--- config.mk ---
export PLATFORM = sky130hd
export DESIGN_NAME = retospect_bs_loader
export DESIGN_NICKNAME = d
export VERILOG_FILES = /design/src/rtl/retospect_bs_pkg.sv /design/src/rtl/retospect_bs_serdes.sv /design/src/rtl/retospect_bs_loader.sv
export SDC_FILE = /design/constraint.sdc
export NUM_CORES = 1
export LEC_CHECK = 0
export ABC_CLOCK_PERIOD_IN_PS = 1700
export BUFFER_PORTS_ARGS = -buffer_cell sky130_fd_sc_hd__buf_2
export CAP_MARGIN = 25
export CORE_MARGIN = 5
export CORE_UTILIZATION = 37
export CTS_CLUSTER_SIZE = 8
export DETAILED_ROUTE_END_ITERATION = 8
export GPL_ROUTABILITY_DRIVEN = 1
export PLACE_DENSITY = 0.64
export SYNTH_ARGS = -nofsm -noshare
export SYNTH_HDL_FRONTEND = slang
export SYNTH_SLANG_ARGS = --single-unit
--- constraint.sdc ---
create_clock -name clk -period 1.7 [get_ports clk]
set_input_delay 0.085 -clock clk [delete_from_list [all_inputs] [get_ports clk]]
set_output_delay 0.085 -clock clk [all_outputs]
set_load 0.02 [all_outputs]
--- src/rtl/retospect_bs_pkg.sv ---
// Shared types and chain geometry for the neurochip configuration bitstream loader.
package retospect_bs_pkg;

  localparam int unsigned CLOCKBOX_BITS = 48;
  localparam int unsigned CNB_BITS      = 19;
  localparam int unsigned X_MAX         = 4;
  localparam int unsigned Y_MAX         = 4;
  localparam int unsigned CHAIN_LEN_DEFAULT = CLOCKBOX_BITS + X_MAX * Y_MAX * CNB_BITS;

  typedef enum logic [2:0] {
    StIdle,
    StLoad,
    StShift,
    StNn,
    StDone
  } bs_state_e;

endpackage

--- src/rtl/retospect_bs_serdes.sv ---
// Byte-wide PISO/SIPO pair: holds the outgoing config byte and assembles the readback byte.
module retospect_bs_serdes (
  input  logic       clk,
  input  logic       reset,
  input  logic       load_i,
  input  logic [7:0] load_data_i,
  input  logic       shift_i,
  input  logic       ser_i,
  output logic       next_bit_o,
  output logic       last_o,
  output logic [7:0] capture_o
);

  logic [7:0] shreg_q;
  logic [7:0] rbreg_q;
  logic [2:0] bit_idx_q;

  // Bit 0 is on the wire during the current shift; bit 1 is the one to present next.
  assign next_bit_o = shreg_q[1];
  assign last_o     = (bit_idx_q == 3'd7);

  always_comb begin
    capture_o = rbreg_q;
    capture_o[bit_idx_q] = ser_i;
  end

  always_ff @(posedge clk or posedge reset) begin
    if (reset) begin
      shreg_q   <= 8'h00;
      rbreg_q   <= 8'h00;
      bit_idx_q <= 3'd0;
    end else if (load_i) begin
      shreg_q   <= load_data_i;
      rbreg_q   <= 8'h00;
      bit_idx_q <= 3'd0;
    end else if (shift_i) begin
      shreg_q   <= {1'b0, shreg_q[7:1]};
      rbreg_q   <= capture_o;
      bit_idx_q <= bit_idx_q + 3'd1;
    end
  end

endmodule

--- src/rtl/retospect_bs_loader.sv ---
// Host-side loader: serializes config bytes onto the chain, captures readback, pulses reset_nn.
module retospect_bs_loader
  import retospect_bs_pkg::*;
#(
  parameter int unsigned CHAIN_LEN = CHAIN_LEN_DEFAULT,
  parameter int unsigned NN_CYCLES = 1,
  parameter int unsigned CNT_W     = 9
) (
  input  logic       clk,
  input  logic       reset,
  input  logic       start,
  input  logic [7:0] in_data,
  input  logic       in_valid,
  output logic       in_ready,
  output logic       cfg_en_o,
  output logic       bs_o,
  input  logic       bs_i,
  output logic [7:0] rb_data,
  output logic       rb_valid,
  output logic       reset_nn_o,
  output logic       busy,
  output logic       done
);

  localparam int unsigned NnW = (NN_CYCLES > 1) ? $clog2(NN_CYCLES) : 1;

  bs_state_e        state_q;
  logic [CNT_W-1:0] bit_cnt_q;
  logic [NnW-1:0]   nn_cnt_q;
  logic             cfg_en_q, bs_q, rb_valid_q, reset_nn_q, busy_q, done_q;
  logic [7:0]       rb_data_q;

  logic       accept, ser_next, ser_last, chain_end, byte_end;
  logic [7:0] capture;

  assign in_ready  = (state_q == StLoad);
  assign accept    = in_ready & in_valid;
  assign chain_end = (bit_cnt_q == CNT_W'(CHAIN_LEN - 1));
  // A short final byte ends as soon as the chain is full.
  assign byte_end  = ser_last | chain_end;

  retospect_bs_serdes u_serdes (
    .clk         (clk),
    .reset       (reset),
    .load_i      (accept),
    .load_data_i (in_data),
    .shift_i     (cfg_en_q),
    .ser_i       (bs_i),
    .next_bit_o  (ser_next),
    .last_o      (ser_last),
    .capture_o   (capture)
  );

  always_ff @(posedge clk or posedge reset) begin
    if (reset) begin
      state_q    <= StIdle;
      bit_cnt_q  <= '0;
      nn_cnt_q   <= '0;
      cfg_en_q   <= 1'b0;
      bs_q       <= 1'b0;
      rb_data_q  <= 8'h00;
      rb_valid_q <= 1'b0;
      reset_nn_q <= 1'b0;
      busy_q     <= 1'b0;
      done_q     <= 1'b0;
    end else begin
      rb_valid_q <= 1'b0;
      unique case (state_q)
        StIdle, StDone: begin
          if (start) begin
            state_q   <= StLoad;
            bit_cnt_q <= '0;
            done_q    <= 1'b0;
            busy_q    <= 1'b1;
          end
        end
        StLoad: begin
          if (in_valid) begin
            state_q  <= StShift;
            cfg_en_q <= 1'b1;
            bs_q     <= in_data[0];
          end
        end
        StShift: begin
          bit_cnt_q <= bit_cnt_q + CNT_W'(1);
          if (byte_end) begin
            cfg_en_q   <= 1'b0;
            rb_data_q  <= capture;
            rb_valid_q <= 1'b1;
            if (chain_end) begin
              state_q    <= StNn;
              reset_nn_q <= 1'b1;
              nn_cnt_q   <= '0;
            end else begin
              state_q <= StLoad;
            end
          end else begin
            bs_q <= ser_next;
          end
        end
        StNn: begin
          if (nn_cnt_q == NnW'(NN_CYCLES - 1)) begin
            state_q    <= StDone;
            reset_nn_q <= 1'b0;
            done_q     <= 1'b1;
            busy_q     <= 1'b0;
          end else begin
            nn_cnt_q <= nn_cnt_q + NnW'(1);
          end
        end
        default: state_q <= StIdle;
      endcase
    end
  end

  assign cfg_en_o   = cfg_en_q;
  assign bs_o       = bs_q;
  assign rb_data    = rb_data_q;
  assign rb_valid   = rb_valid_q;
  assign reset_nn_o = reset_nn_q;
  assign busy       = busy_q;
  assign done       = done_q;

endmodule

; ---- Yosys cells after proc, flatten, opt, wreduce, memory -nomap -nowiden
; Index checks and enable logic that the tools add are counted.
[word_totals]
ff_bits = 46
in_bits = 13
output_inout_bits = 15
word_cells = 86
[classes]
add_sub_neg = 3
order_cmp = 2
n_eq_ne = 12
n_mux = 38
bitwise = 2
reduce_logical = 16
[ops]
columns = operator, n
row1 = 8-bit two-way mux, 4
row2 = 3-bit two-way mux, 6
row3 = 9-bit one-hot mux with 2 select lines, 1
row4 = 1-bit two-way mux, 16
row5 = 2-bit inequality test (second input constant), 6
row6 = 1-bit one-hot mux with 2 select lines, 6
row7 = 3-bit one-hot mux with 4 select lines, 1
row8 = 3-bit AND reduction, 4
row9 = 2-bit nonzero test, 5
row10 = 9-bit by 1-bit adder with 9-bit output (second input constant), 1
row11 = 9-bit == test (second input constant), 1
row12 = 9-bit two-way mux, 1
row13 = 8-bit bitwise mux, 1
row14 = 4-bit AND reduction, 2
row15 = 3-bit by 2-bit == test with 1-bit output (second input constant), 2
row16 = 3-bit == test (second input constant), 2
row17 = 3-bit by 4-bit < comparator with 1-bit output (second input constant), 1
row18 = 2-bit AND reduction, 2
row19 = 3-bit by 1-bit adder with 3-bit output (second input constant), 1
row20 = 1-bit demux with 3-bit select, 1
row21 = 3-bit by 1-bit == test with 1-bit output (second input constant), 1
row22 = 3-bit by 1-bit >= comparator with 1-bit output (second input constant), 1
row23 = 3-bit zero test, 1
row24 = 2-bit two-way mux, 1
row25 = 5 further kinds, 5

; ---- Logic depth before layout (Yosys ltp)
; Gate-level depths: netlist of run 1.
[logic_depth]
word_depth = 7
ltp_mapped = 6
mapped_depth_nobuf = 5

; ---- Hierarchy
; Synthesis of run 1 repeated with hierarchy kept, for this count alone.
[hier_totals]
cells_unflattened = 200
hier_area_um2 = 2336.0
[by_module_without_submodules]
columns = mod, instances, cells_per_inst, area_each_um2, seq_area_each_um2
row1 = retospect_bs_loader, 1, 103, 1219.9, 650.6
row2 = retospect_bs_serdes, 1, 97, 1116.1, 450.4

; ---- Least setup slack after synthesis of run 1
; No wires, ideal clock.
[synth_path]
path_type = reg2reg
from = register bit_cnt_q[0]
to = register rb_data_q[0], in the netlist rb_data[0]
setup_time_ns = 0.128
t_arrival_ns = 1.625
required_time_ns = 1.572
path_slack_ns = -0.053
stages_incl_launch_ff = 7
n_path_buf = 1
period_less_slack_ns = 1.753
path_cell_list = dfrtp_1 > ha_1 > nand4_1 > nor2_1 > o21a_1 > buf_4 > mux2_1
[synth_via]
elab_chain_len = 3
[synth_lines]
columns = item, line_no
row1 = start: declaration, retospect_bs_loader.sv:28  ; logic [CNT_W-1:0] bit_cnt_q;
row2 = start signal: assignment, retospect_bs_loader.sv:85  ; bit_cnt_q <= bit_cnt_q + CNT_W'(1);
row3 = 9-bit == test, retospect_bs_loader.sv:38  ; assign chain_end = (bit_cnt_q == CNT_W'(CHAIN_LEN - 1));
row4 = 1-bit bitwise OR, retospect_bs_loader.sv:40  ; assign byte_end = ser_last | chain_end;
row5 = 2-bit AND reduction (no source line), -
row6 = end signal: assignment, retospect_bs_loader.sv:88  ; rb_data_q <= capture;
row7 = end: declaration, retospect_bs_loader.sv:31  ; logic [7:0] rb_data_q;
; Every way passes these cells.
; A chain may end at the register's enable or synchronous reset.

; ---- Worst setup path after layout of run 1
[layout_path]
from = register u_serdes.bit_idx_q[0]
to = register bs_q, in the netlist bs_o
[layout_via]
elab_chain_len = 4
[layout_lines]
columns = item, line_no
row1 = start: declaration, retospect_bs_serdes.sv:16  ; logic [2:0] bit_idx_q;
row2 = start signal: assignment, retospect_bs_serdes.sv:39  ; bit_idx_q <= bit_idx_q + 3'd1;
row3 = 3-bit == test, retospect_bs_serdes.sv:20  ; assign last_o = (bit_idx_q == 3'd7);
row4 = 1-bit bitwise OR, retospect_bs_loader.sv:40
row5 = 2-bit inequality test (no source line), -
row6 = 3-bit AND reduction (no source line), -
row7 = end signal: assignment, retospect_bs_loader.sv:81  ; bs_q <= in_data[0];
row8 = end signal: assignment, retospect_bs_loader.sv:98  ; bs_q <= ser_next;
row9 = end: declaration, retospect_bs_loader.sv:30  ; logic cfg_en_q, bs_q, rb_valid_q, reset_nn_q, busy_q, done_q;
; Every way passes these cells.

==> results.txt, run 1 <==
The flow ran to the end, and the final reports show no timing, DRC or antenna violations. Prior to clock tree synthesis, the placed netlist has a worst setup slack of 0.104 ns. The cell leakage power came out at 0.00139 µW. The most used flip-flop cell after synthesis is sky130_fd_sc_hd__dfrtp_1.

After legalization and detailed placement, the total HPWL measured 3030 µm. The H-tree depth is 2. Clock-pin slew was measured on the worst setup and hold paths at 0.08 ns. The area growth from synthesis to layout is 23.8%. The number of standard-cell rows in the floorplan is 28. The first detailed-routing pass ran for 4 iterations. In this run the remaining antenna-violating nets after routing total 0. The worst-case vdd ir drop came out at between 0.7 and 0.8 mV. The worst setup slack for register-to-register paths came out at between 0.1 and 0.15 ns.

The number of nets produced by synthesis came out at between 200 and 250. The number of design rule violations left after detail routing is 0. The largest net degree at the start of global routing is 45. The setup TNS is 0 ns.

The capturing element type of the critical path is a register. The area of the placeable core came out at 5850 µm². The endpoint arrival time on the critical path is 1.78 ns. The tightest min-delay check is of the in -> reg type. The number of endpoints failing setup at the final stage is 0. The highest clock rate came out at 626 MHz.

The combined global-route utilization of all metal layers is between 10% and 20%. The number of nets in the finished design is 278. The cell type with the highest aggregate area in the netlist is sky130_fd_sc_hd__dfrtp_1.

The horizontal extent of the die came out at 87.3 µm. Setup repair after global routing left no endpoint under its margin. The first global-routing pass estimated 7610 µm of wire. The total overflow left after global routing is 0.

The fraction of post-synthesis cell area in the top cell type by area came out at 49.8%. Counting distinct cell types in the post-synthesis netlist gives 37. Wire segments on met2 add up to 2040 µm in the final route. The maximum fanout along the worst path came out at 2.

Once the floorplan was initialized, standard cells occupied between 30 and 40% of the core. Synthesis produced 214 cells. Clock tree synthesis selected as its root buffer the cell sky130_fd_sc_hd__clkbuf_8. The antenna diode count is 0. The top routing layer in use is met4. The number of global-route vias before repair came to 1,622. The die height is 87.3 µm. At the end of routability-driven placement, the weighted congestion stood at 0.757. The slew at the pin with the worst max-slew slack came out at 0.563 ns. The number of failing hold endpoints at the final stage came out at 0. The origin of the worst min-delay path is in_data[6]. Cells fill 46.8% of the core in the end. The tightest slew margin relative to the limit came out at 62.5%. The number of slew-limit violations in the final report is 0. The number of antenna violations at the first check in global routing is 0. The number of enable-type register cells in the synthesized netlist is 0.

The minimum clock period came out at roughly 1.6 ns. The total number of vias is 1,647. The detailed-route vias per instance came out at roughly 4.9. The worst register-to-register path begins at u_serdes.bit_idx_q[0]. The cell area after synthesis is 2210 µm². The met3 wirelength from detailed routing is 150 µm.

Dividing the detail-routed wire length by the instance count gives 12.6 µm. The sink count of the clock tree is between 40 and 50. Power comes to 4450 µW. The area used by multi-input combinational logic came out at 1040 µm².

The placement-stage cell area is about 2600 µm². The number of I/O port buffers came out at 27. The critical path starts at u_serdes.bit_idx_q[0]. Cells with a size suffix above 1 make up 27.0% of the layout.

The post-layout worst setup margin is 0.103 ns. Power spread over the standard cell area amounts to 1630 nW/µm². By area the synthesized netlist is led by sky130_fd_sc_hd__dfrtp_1, sky130_fd_sc_hd__mux2i_1, sky130_fd_sc_hd__mux2_2. No sink is reached through more buffers than the 2 on the longest clock path.

The area used by sequential logic in the layout is 1100 µm². The sum of routed wire length over all layers is 4270 µm. The number of maximum-capacitance constraint violations is 0. The number of synthesized register bits is 44. The I/O pin count is 28. The source-to-sink clock delay at the later pin of the worst-skew pair came out at 0.29 ns.

TritonCTS built the clock tree. The count of routing violations after the opening detailed-route iteration is 47. The worst setup path is launched from a register. The floorplan step defined a die boundary enclosing 7620 µm². The number of clock buffers added by TritonCTS is 5. Sequential elements use 49.8% of the synthesized area. The share of flip-flops with an asynchronous set or reset came out at 100%. The clock arrives with 0.00595 ns of skew.

The final cycle utilization of the critical path is 94.0%. The detailed-routing wirelength on met1 is 2040 µm. The path type of the worst setup path is reg -> reg. Data on the critical path is required at its endpoint by 1.88 ns. The post-route cell area came out at around 2700 µm². The synthesized area divided by synthesized cell count came out at 10.3 µm². After filler insertion, the fill cell instance count of the layout stands at 554. The total number of yosys warnings is 0.
## layout by cell type, fill, tap and decap left out, drive strengths merged, types with 3 or more instances in the layout
cell         synthesis  layout
buf                  8      49
dfrtp               44      44
nor2                27      27
nand2               26      26
mux2i               18      18
mux2                17      17
o21ai               14      14
nand3                7       7
clkbuf               4       7
a21oi                6       6
nand2b               5       5
dlygate4sd3          0       4
nor2b                3       3
inv                  4       3
ha                   3       3
## kinds of logic after synthesis
logic type	Yosys count	synth area share [%]
simple gates	82	17.8
flops	44	49.8
mux	35	16.8
compound gates	31	9.05
buf+inv	16	3.68
xor+xnor	3	1.19
fa+ha+maj	3	1.70
## layout make-up
type | count | area share (%)
Sequential cell | 44 | 40.2
Clock buffer | 7 | 3.52
Timing Repair Buffer | 53 | 13.3
Clock inverter | 1 | 1.10
Multi-Input combinational cell | 154 | 37.8
Inverter | 4 | 0.548
Tap cell | 75 | 3.43
## Yosys cell counts (3+ instances only)
master / n
sky130_fd_sc_hd__mux2_2: 9
sky130_fd_sc_hd__nand2_1: 26
sky130_fd_sc_hd__nand3_1: 7
sky130_fd_sc_hd__o21ai_1: 10
sky130_fd_sc_hd__ha_1: 3
sky130_fd_sc_hd__mux2i_1: 18
sky130_fd_sc_hd__nand2b_1: 5
sky130_fd_sc_hd__o21ai_0: 4
sky130_fd_sc_hd__a21oi_1: 6
sky130_fd_sc_hd__clkbuf_1: 4
sky130_fd_sc_hd__inv_1: 4
sky130_fd_sc_hd__nor2b_1: 3
sky130_fd_sc_hd__mux2_1: 8
sky130_fd_sc_hd__dfrtp_1: 44
sky130_fd_sc_hd__buf_2: 5
sky130_fd_sc_hd__nor2_1: 27
## where the power goes
group          switching, µW  total (µW)  internal, µW  leakage, µW
registers                205        1590          1380     0.000576
clock network            342         861           518    0.0000645
logic                   1060        2000           941     0.000746
total                   1610        4450          2840      0.00139
## final timing paths
path,end,cells past startpoint
setup / recovery,bs_o,5
hold / removal,u_serdes.shreg_q[6],3
setup reg to reg,bs_o,5
hold reg to reg,rb_data[2],1
max in group asynchronous,rb_data[2],4
min in group asynchronous,u_serdes.shreg_q[3],4
## state kept, by name, summed over array words and instances (netlist names), 3 cells and up
signal	flops
state_q	3
u_serdes.rbreg_q	8
u_serdes.shreg_q	7
bit_cnt_q	9
u_serdes.bit_idx_q	3
rb_data	8
## through the flow
| step | hold WS, ns | instances |
|---|---|---|
| after detailed placement | 0.259 | 326 |
| after floorplan | 0.207 | 214 |
| after global routing | 0.00642 | 338 |
| after CTS | 0.000608 | 338 |
| final | 0.00935 | 338 |
| after global placement | 0.253 | 326 |
## timing repair
item,in CTS,in global routing
resized for setup,0,1
hold buffers,4,0
hold endpoints to repair,47,0
setup buffers,0,0
setup endpoints to repair,0,2
## worst max-delay path, stage by stage (launching register included)
cell and delay [ns]:
sky130_fd_sc_hd__dfrtp_1 0.39, sky130_fd_sc_hd__ha_1 0.20, sky130_fd_sc_hd__ha_1 0.19, sky130_fd_sc_hd__buf_4 0.14, sky130_fd_sc_hd__o31ai_4 0.23, sky130_fd_sc_hd__mux2_1 0.34
## layer usage
layer	GRT usage [%]	vias to the layer above
met5	0	-
met4	2.93	0
met3	3.60	3
met2	20.4	22
met1	16.6	786
li1	-	836
Power figures use the tool's default switching activity.
==> inputs of run 2 (changes only) <==
--- a/config.mk
+++ b/config.mk
@@ -14,6 +14,7 @@
 export DETAILED_ROUTE_END_ITERATION = 8
 export GPL_ROUTABILITY_DRIVEN = 1
 export PLACE_DENSITY = 0.64
+export SKIP_LAST_GASP = 1
 export SYNTH_ARGS = -nofsm -noshare
 export SYNTH_HDL_FRONTEND = slang
 export SYNTH_SLANG_ARGS = --single-unit
==> constraint.sdc (replaced) <==
create_clock -name clk -period 1.7 [get_ports clk]
set_input_delay 0 -clock clk [delete_from_list [all_inputs] [get_ports clk]]
set_output_delay 0 -clock clk [all_outputs]
set_load 0.02 [all_outputs]
==> run 2 against run 1 <==
Against the previous run:
- clock power is essentially flat
- final area up 1.8%
- worst setup slack better by 0.00050 ns
- via count is 0.55% higher
==> results.txt, run 2 (synthesized netlist as in run 1, its figures left out) <==
The flow ran to the end, and the final reports show no timing, DRC or antenna violations. The highest clock rate was 626 MHz (about the same). The I/O pin count is 28 (unchanged). The final standard cell utilization of the core was 47.6% (+0.86 points). The cell leakage power is 0.00141 µW (+1.5%). The final cell count without fillers came out at 343 (+1.5%). The final cycle utilization of the critical path is 93.9% (about the same).

The register with the most flip-flops in the final layout is bit_cnt_q. The source-to-sink clock delay at the later pin of the worst-skew pair came out at 0.29 ns (about the same). The H-tree depth came to 2 (unchanged).

The number of nets still failing antenna checks after routing came out at 0 (unchanged). The setup TNS came to 0 ns (unchanged). The path type of the worst setup path is reg -> reg. The post-CTS setup-driven buffer insertion count came to 0 (unchanged). The maximum fanout along the worst path came out at 2 (unchanged).

The count of routing violations after the opening detailed-route iteration came out at 45 (-4.3%). The number of maximum-capacitance constraint violations is 0 (unchanged). The number of antenna violations at the first check in global routing came out at 0 (unchanged). The number of I/O port buffers came out at 27 (unchanged). The hold-critical path depth came to 4 (+1). The post-layout worst setup margin came out at 0.103 ns (+0.000500 ns). The average wire per standard cell is 12.6 µm (-0.35%). The first-pass GRT wire length was 7680 µm (+0.91%). The power density normalized to cell area was 1600 nW/µm² (-1.6%).

The origin of the worst min-delay path is in_data[0]. The sink count of the clock tree is 44 (unchanged). The worst setup path is captured at a register. TritonCTS built the clock tree. Leaving out fill and tap cells, the most frequent cells in the layout are sky130_fd_sc_hd__dfrtp_1, sky130_fd_sc_hd__buf_2, sky130_fd_sc_hd__nand2_1, sky130_fd_sc_hd__nor2_1, sky130_fd_sc_hd__buf_4. The most common cell after layout, fill and taps aside is sky130_fd_sc_hd__dfrtp_1.

The clock transition time at the flip-flop clock pins of the worst setup and hold paths is 0.08 ns (about the same). The number of global-route vias before repair came to 1,635 (+0.80%). The critical path launch point is u_serdes.bit_idx_q[0]. The number of design rule violations left after detail routing is 0 (unchanged). The worst-case vdd ir drop came out at 0.732 mV (about the same). The number of slew-limit violations in the final report is 0 (unchanged). In this run the critical register-to-register path is launched from u_serdes.bit_idx_q[0]. The residual overflow from global routing came out at 0 (unchanged). The first-pass iteration count of the detailed router came out at 4 (unchanged). The number of standard-cell rows in the floorplan came out at 28 (unchanged). The area of the placeable core came out at 5850 µm² (unchanged). The weighted congestion reported at the end of routability-driven placement is 0.757 (unchanged). The HPWL after detailed placement is 3030 µm (unchanged). The initial standard-cell utilization of the core is 37.8% (unchanged). The kind of start point of the critical path is a register. The number of cells in the design after placement is 326 (unchanged).

The endpoint arrival time on the critical path came out at 1.78 ns (about the same). The sum of routed wire length over all layers was 4310 µm (+1.1%). The die outline area is 7620 µm² (unchanged). The tightest slew margin relative to the limit came out at 62.3% (-0.20 points). The number of CTS-inserted buffers came to 5 (unchanged). The final worst clock skew is 0.00590 ns (-0.0000562 ns). The area growth from synthesis to final layout came out at 26.0%. The detailed-route vias per instance is 4.83 (-0.92%). The total power after layout is 4460 µW (+0.18%). The number of buffers between clock root and the deepest sink came out at 2 (unchanged). The clock tree root driver cell is sky130_fd_sc_hd__clkbuf_8. The setup slack after placement is 0.104 ns (unchanged). The depth of the worst register-to-register path came out at 5 (unchanged). The slew at the pin with the worst max-slew slack is 0.566 ns (+0.00302 ns).

The number of endpoints failing setup at the final stage came out at 0 (unchanged). Setup repair after global routing left no endpoint under its margin. The number of nets in the finished design is 283 (+1.8%). The fraction of final layout cells sized beyond drive strength 1 is 26.5% (-0.50 points).

The critical path required time came out at 1.88 ns (about the same). The antenna diode count is 0 (unchanged). The horizontal extent of the die came out at 87.3 µm (unchanged). The die height was 87.3 µm (unchanged). The combined global-route utilization of all metal layers is 12.7% (+0.12 points). The number of failing hold endpoints at the final stage is 0 (unchanged). The minimum clock period came out at 1.60 ns (-0.000500 ns).

The flip-flop count of the largest register, all copies and words added is 9 (unchanged). The worst hold-check path type is in -> reg. The largest net degree at the start of global routing came out at 45 (unchanged). The total number of vias was 1,656 (+0.55%).
-- run 2: report_power, final --
| group | switching (µW) | total (µW) | internal [µW] | leakage, µW |
|---|---|---|---|---|
| clock | 343 | 861 | 518 | 0.0000645 |
| combinational | 1060 | 2010 | 948 | 0.000767 |
| sequential | 205 | 1590 | 1380 | 0.000576 |
-- run 2: worst max-delay path, stage by stage (launching register included) --
cell and delay [ns]:
sky130_fd_sc_hd__dfrtp_1 0.39, sky130_fd_sc_hd__ha_1 0.20, sky130_fd_sc_hd__ha_1 0.19, sky130_fd_sc_hd__buf_4 0.14
sky130_fd_sc_hd__o31ai_4 0.23, sky130_fd_sc_hd__mux2_1 0.34
-- run 2: area by class of cell --
cell class / count / area (µm²)
flip-flops and latches: 44 / 1100
clock buffers: 7 / 96.3
well taps: 75 / 93.8
multi-input cells: 154 / 1040
fillers: 548 / 3060
repair buffers: 58 / 415
inverters: 4 / 15.0
clock inverters: 1 / 30.0
-- run 2: final timing paths --
check                                            to  slack, ns
worst max-delay path                           bs_o       0.10
worst max register to register                 bs_o       0.10
max in group asynchronous                rb_data[2]       0.92
worst min-delay path                           bs_o       0.03
min in group asynchronous       u_serdes.shreg_q[3]       0.38
worst min register to register           rb_data[2]       0.48
-- run 2: layer usage --
layer,vias to the layer above,part of all wire [%],track usage (%)
li1,843,-,-
met1,788,48,16.8
met2,22,48,20.7
met3,3,3.5,3.60
met4,0,0.74,2.93
met5,-,0,0
-- run 2: per-stage QoR --
stage          hold slack [ns]  cell area [µm²]
2_1_floorplan            0.122             2210
3_3_place_gp             0.168             2570
3_5_place_dp             0.174             2570
4_1_cts                 0.0227             2780
5_1_grt                 0.0510             2790
6_report                0.0254             2790
-- run 2: what timing repair did --
item	CTS	global route
endpoints found under the hold margin	52	0
gates resized for setup	0	1
hold buffers	9	0
setup endpoints to repair	0	2
==> inputs of run 3 (changes only) <==
--- a/config.mk
+++ b/config.mk
@@ -7,13 +7,14 @@
 export LEC_CHECK = 0
 export ABC_CLOCK_PERIOD_IN_PS = 1700
 export BUFFER_PORTS_ARGS = -buffer_cell sky130_fd_sc_hd__buf_2
-export CAP_MARGIN = 25
+export CAP_MARGIN = 10
 export CORE_MARGIN = 5
 export CORE_UTILIZATION = 37
 export CTS_CLUSTER_SIZE = 8
 export DETAILED_ROUTE_END_ITERATION = 8
 export GPL_ROUTABILITY_DRIVEN = 1
 export PLACE_DENSITY = 0.64
+export RECOVER_POWER = 25
 export SKIP_LAST_GASP = 1
 export SYNTH_ARGS = -nofsm -noshare
 export SYNTH_HDL_FRONTEND = slang
==> run 3 against run 2 <==
Against the previous run:
- sequential power hardly changed
- combinational power hardly changed
- first-iteration DRC count is 6.7% higher
- sequential share of layout area is 0.25 points higher
- global-route usage stayed put
- critical path depth stayed put
- critical path type unchanged
==> results.txt, run 3 (synthesized netlist as in run 1, its figures left out) <==
The run finished with clean final reports. The met3 usage in global routing is 3.60% (unchanged). The critical path required time came out at 1.88 ns (about the same). The total of fill cells in the finished design is 553 (+0.91%). Among the stages of the critical path, the cell type that occurs most often is sky130_fd_sc_hd__ha_1. The number of failing hold endpoints at the final stage is 0 (unchanged). The clock transition time at the flip-flop clock pins of the worst setup and hold paths is 0.08 ns (about the same). The sum of routed wire length over all layers came out at 4310 µm (about the same). The average wire per standard cell is 12.6 µm (about the same). The worst setup path is launched from a register. The first-pass iteration count of the detailed router was 4 (unchanged). The antenna diode count is 0 (unchanged). The largest net degree at the start of global routing was 45 (unchanged). The library cell used most frequently in the layout, excluding fill and tap cells, is sky130_fd_sc_hd__dfrtp_1. Among cell families on the critical path, the largest total delay comes from flip-flops.

Setup repair after global routing left no endpoint under its margin. The switching share of total power came out at 36.3% (+0.22 points). The net switching power figure came out at 1610 µW (about the same). The sink count of the clock tree came out at 44 (unchanged). The internal power contribution came to 2820 µW (-0.92%).

The die height is 87.3 µm (unchanged). The endpoint arrival time on the critical path came out at 1.78 ns (about the same). The tightest slew margin relative to the limit is 27.2% (-35 points). The count of routing violations after the opening detailed-route iteration is 48 (+6.7%). The worst setup slack for register-to-register paths is 0.10 ns (about the same).

The combined global-route utilization of all metal layers is 12.7% (unchanged). Clock tree synthesis selected as its root buffer the cell sky130_fd_sc_hd__clkbuf_8. The I/O pin count was 28 (unchanged).

The power density normalized to cell area is 1600 nW/µm² (about the same). The final cell count without fillers is 343 (unchanged). The flip-flop count of the largest register, all copies and words added came to 9 (unchanged). Traced cell by cell, the critical path runs through ha_1 -> ha_1 -> buf_4 -> o31ai_4 -> mux2_1.

The path type of the worst setup path is reg -> reg. The final worst clock skew came out at 0.00612 ns (+0.000223 ns). The number of nets in the finished design is 283 (unchanged). The total power after layout came to 4430 µW (-0.57%).

The highest clock rate is 626 MHz (about the same). The post-CTS setup-driven buffer insertion count is 0 (unchanged). The biggest cell delay along the critical path is 0.39 ns (about the same). The slew at the pin with the worst max-slew slack came out at 1.09 ns (+0.526 ns). The number of I/O port buffers came out at 27 (unchanged). The met1 track utilization from global routing came out at 16.8% (unchanged). The final standard cell utilization of the core came out at 47.3% (-0.30 points).

The fraction of final layout cells sized beyond drive strength 1 is 22.0% (-4.5 points). The clock share of power is 19.4% (about the same). After global routing, the most crowded layer is met2. The weighted congestion reported at the end of routability-driven placement came out at 0.757 (unchanged). The area of the placeable core came out at 5850 µm² (unchanged).

The first-pass GRT wire length is 7680 µm (unchanged). The number of global-route vias before repair came out at 1,635 (unchanged). TritonCTS built the clock tree. The area growth from synthesis to layout is 25.2%.

The minimum clock period is 1.60 ns (-0.0000930 ns). The number of cells in the design after placement was 326 (unchanged). The top cell types in the final layout, fill and taps aside, are sky130_fd_sc_hd__dfrtp_1, sky130_fd_sc_hd__nand2_1, sky130_fd_sc_hd__nor2_1, sky130_fd_sc_hd__buf_4, sky130_fd_sc_hd__mux2i_1. The cell leakage power came to 0.00136 µW (-3.3%). The min-delay analysis places its worst path in the category in -> reg. The number of slew-limit violations in the final report is 0 (unchanged). The number of endpoints failing setup at the final stage came to 0 (unchanged). The maximum fanout along the worst path was 2 (unchanged). The combinational power share came to 44.7% (-0.4 points). The H-tree depth is 2 (unchanged). The detailed-route vias per instance came out at 4.85 (+0.42%). The worst-case vdd ir drop came out at 0.725 mV (-0.99%). The capturing element type of the critical path is a register. The number of antenna violations at the first check in global routing came out at 0 (unchanged).

The number of buffers between clock root and the deepest sink was 2 (unchanged). The die outline area came to 7620 µm² (unchanged). The sequential group share of total power is 35.9% (+0.3 points). The setup TNS is 0 ns (unchanged). The number of standard-cell rows in the floorplan came to 28 (unchanged).

The final cycle utilization of the critical path is 93.9% (about the same). The placement-stage cell area was 2570 µm² (unchanged). The number of maximum-capacitance constraint violations came out at 0 (unchanged). The HPWL after detailed placement came out at 3030 µm (unchanged). The number of design rule violations left after detail routing is 0 (unchanged). The residual overflow from global routing is 0 (unchanged). The top register by number of flip-flops is bit_cnt_q. The total number of vias is 1,663 (+0.42%). The met2 usage in global routing came to 20.7% (unchanged).

The number of nets still failing antenna checks after routing was 0 (unchanged). The largest individual stage delay along the critical path comes from the cell sky130_fd_sc_hd__dfrtp_1. The initial standard-cell utilization of the core is 37.8% (unchanged). The number of CTS-inserted buffers is 5 (unchanged). The post-route cell area came out at 2770 µm² (-0.63%). The worst path buffer plus inverter count came out at 1 (unchanged).

The horizontal extent of the die is 87.3 µm (unchanged). The source-to-sink clock delay at the later pin of the worst-skew pair came out at 0.29 ns (about the same).
==> run 3: changes by cell type in the layout (fill, tap and decap cells not counted), sizes merged <==
cell,delta
clkbuf,+13
buf,-13
==> run 3: final timing paths <==
| path | cells after the start | startpoint | to |
|---|---|---|---|
| worst min register to register | 1 | rb_data[2] | rb_data[2] |
| worst max register to register | 5 | u_serdes.bit_idx_q[0] | bs_o |
| min in group asynchronous | 4 | reset | u_serdes.shreg_q[3] |
| worst min-delay path | 4 | in_data[0] | bs_o |
| max in group asynchronous | 4 | reset | rb_data[2] |
| worst max-delay path | 5 | u_serdes.bit_idx_q[0] | bs_o |
==> run 3: worst min-delay path: stages <==
cell and delay (ns):
sky130_fd_sc_hd__buf_2 0.08, sky130_fd_sc_hd__nand2_1 0.04, sky130_fd_sc_hd__nand2_1 0.05, sky130_fd_sc_hd__mux2_1 0.12
==> run 3: metrics by stage <==
stage | hold WS [ns] | setup WS, ns
after floorplan | 0.122 | 0.0205
after global placement | 0.168 | 0.116
after detailed placement | 0.174 | 0.104
after CTS | 0.0227 | 0.0827
after global routing | 0.0510 | 0.0193
final | 0.0255 | 0.103
==> run 3: per-layer routing <==
layer / wire [µm] / part of all wire, %
met1: 2020 / 47
met4: 32 / 0.74
met3: 149 / 3.5
met2: 2100 / 49
met5: 0 / 0
==> run 3: power groups by stage <==
stage               sequential [µW]  clock, µW  combinational [µW]
CTS                            1590        898                2040
global route                   1650        949                2220
floorplan                      1730          0                1280
global placement               1600          0                1980
finish                         1590        861                1980
detailed placement             1610          0                2020
==> run 3: repair_timing <==
item                                   4_1_cts  5_1_grt
endpoints found under the hold margin       52        0
hold buffers                                 9        0
gates resized for setup                      0        1
setup endpoints to repair                    0        2
==> run 3: layout make-up <==
class | count | area [µm²] | area share [%]
Clock buffer | 7 | 96.3 | 3.48
Clock inverter | 1 | 30.0 | 1.08
Inverter | 4 | 15.0 | 0.542
Multi-Input combinational cell | 154 | 1040 | 37.4
Sequential cell | 44 | 1100 | 39.7
Tap cell | 75 | 93.8 | 3.39
Timing Repair Buffer | 58 | 398 | 14.4
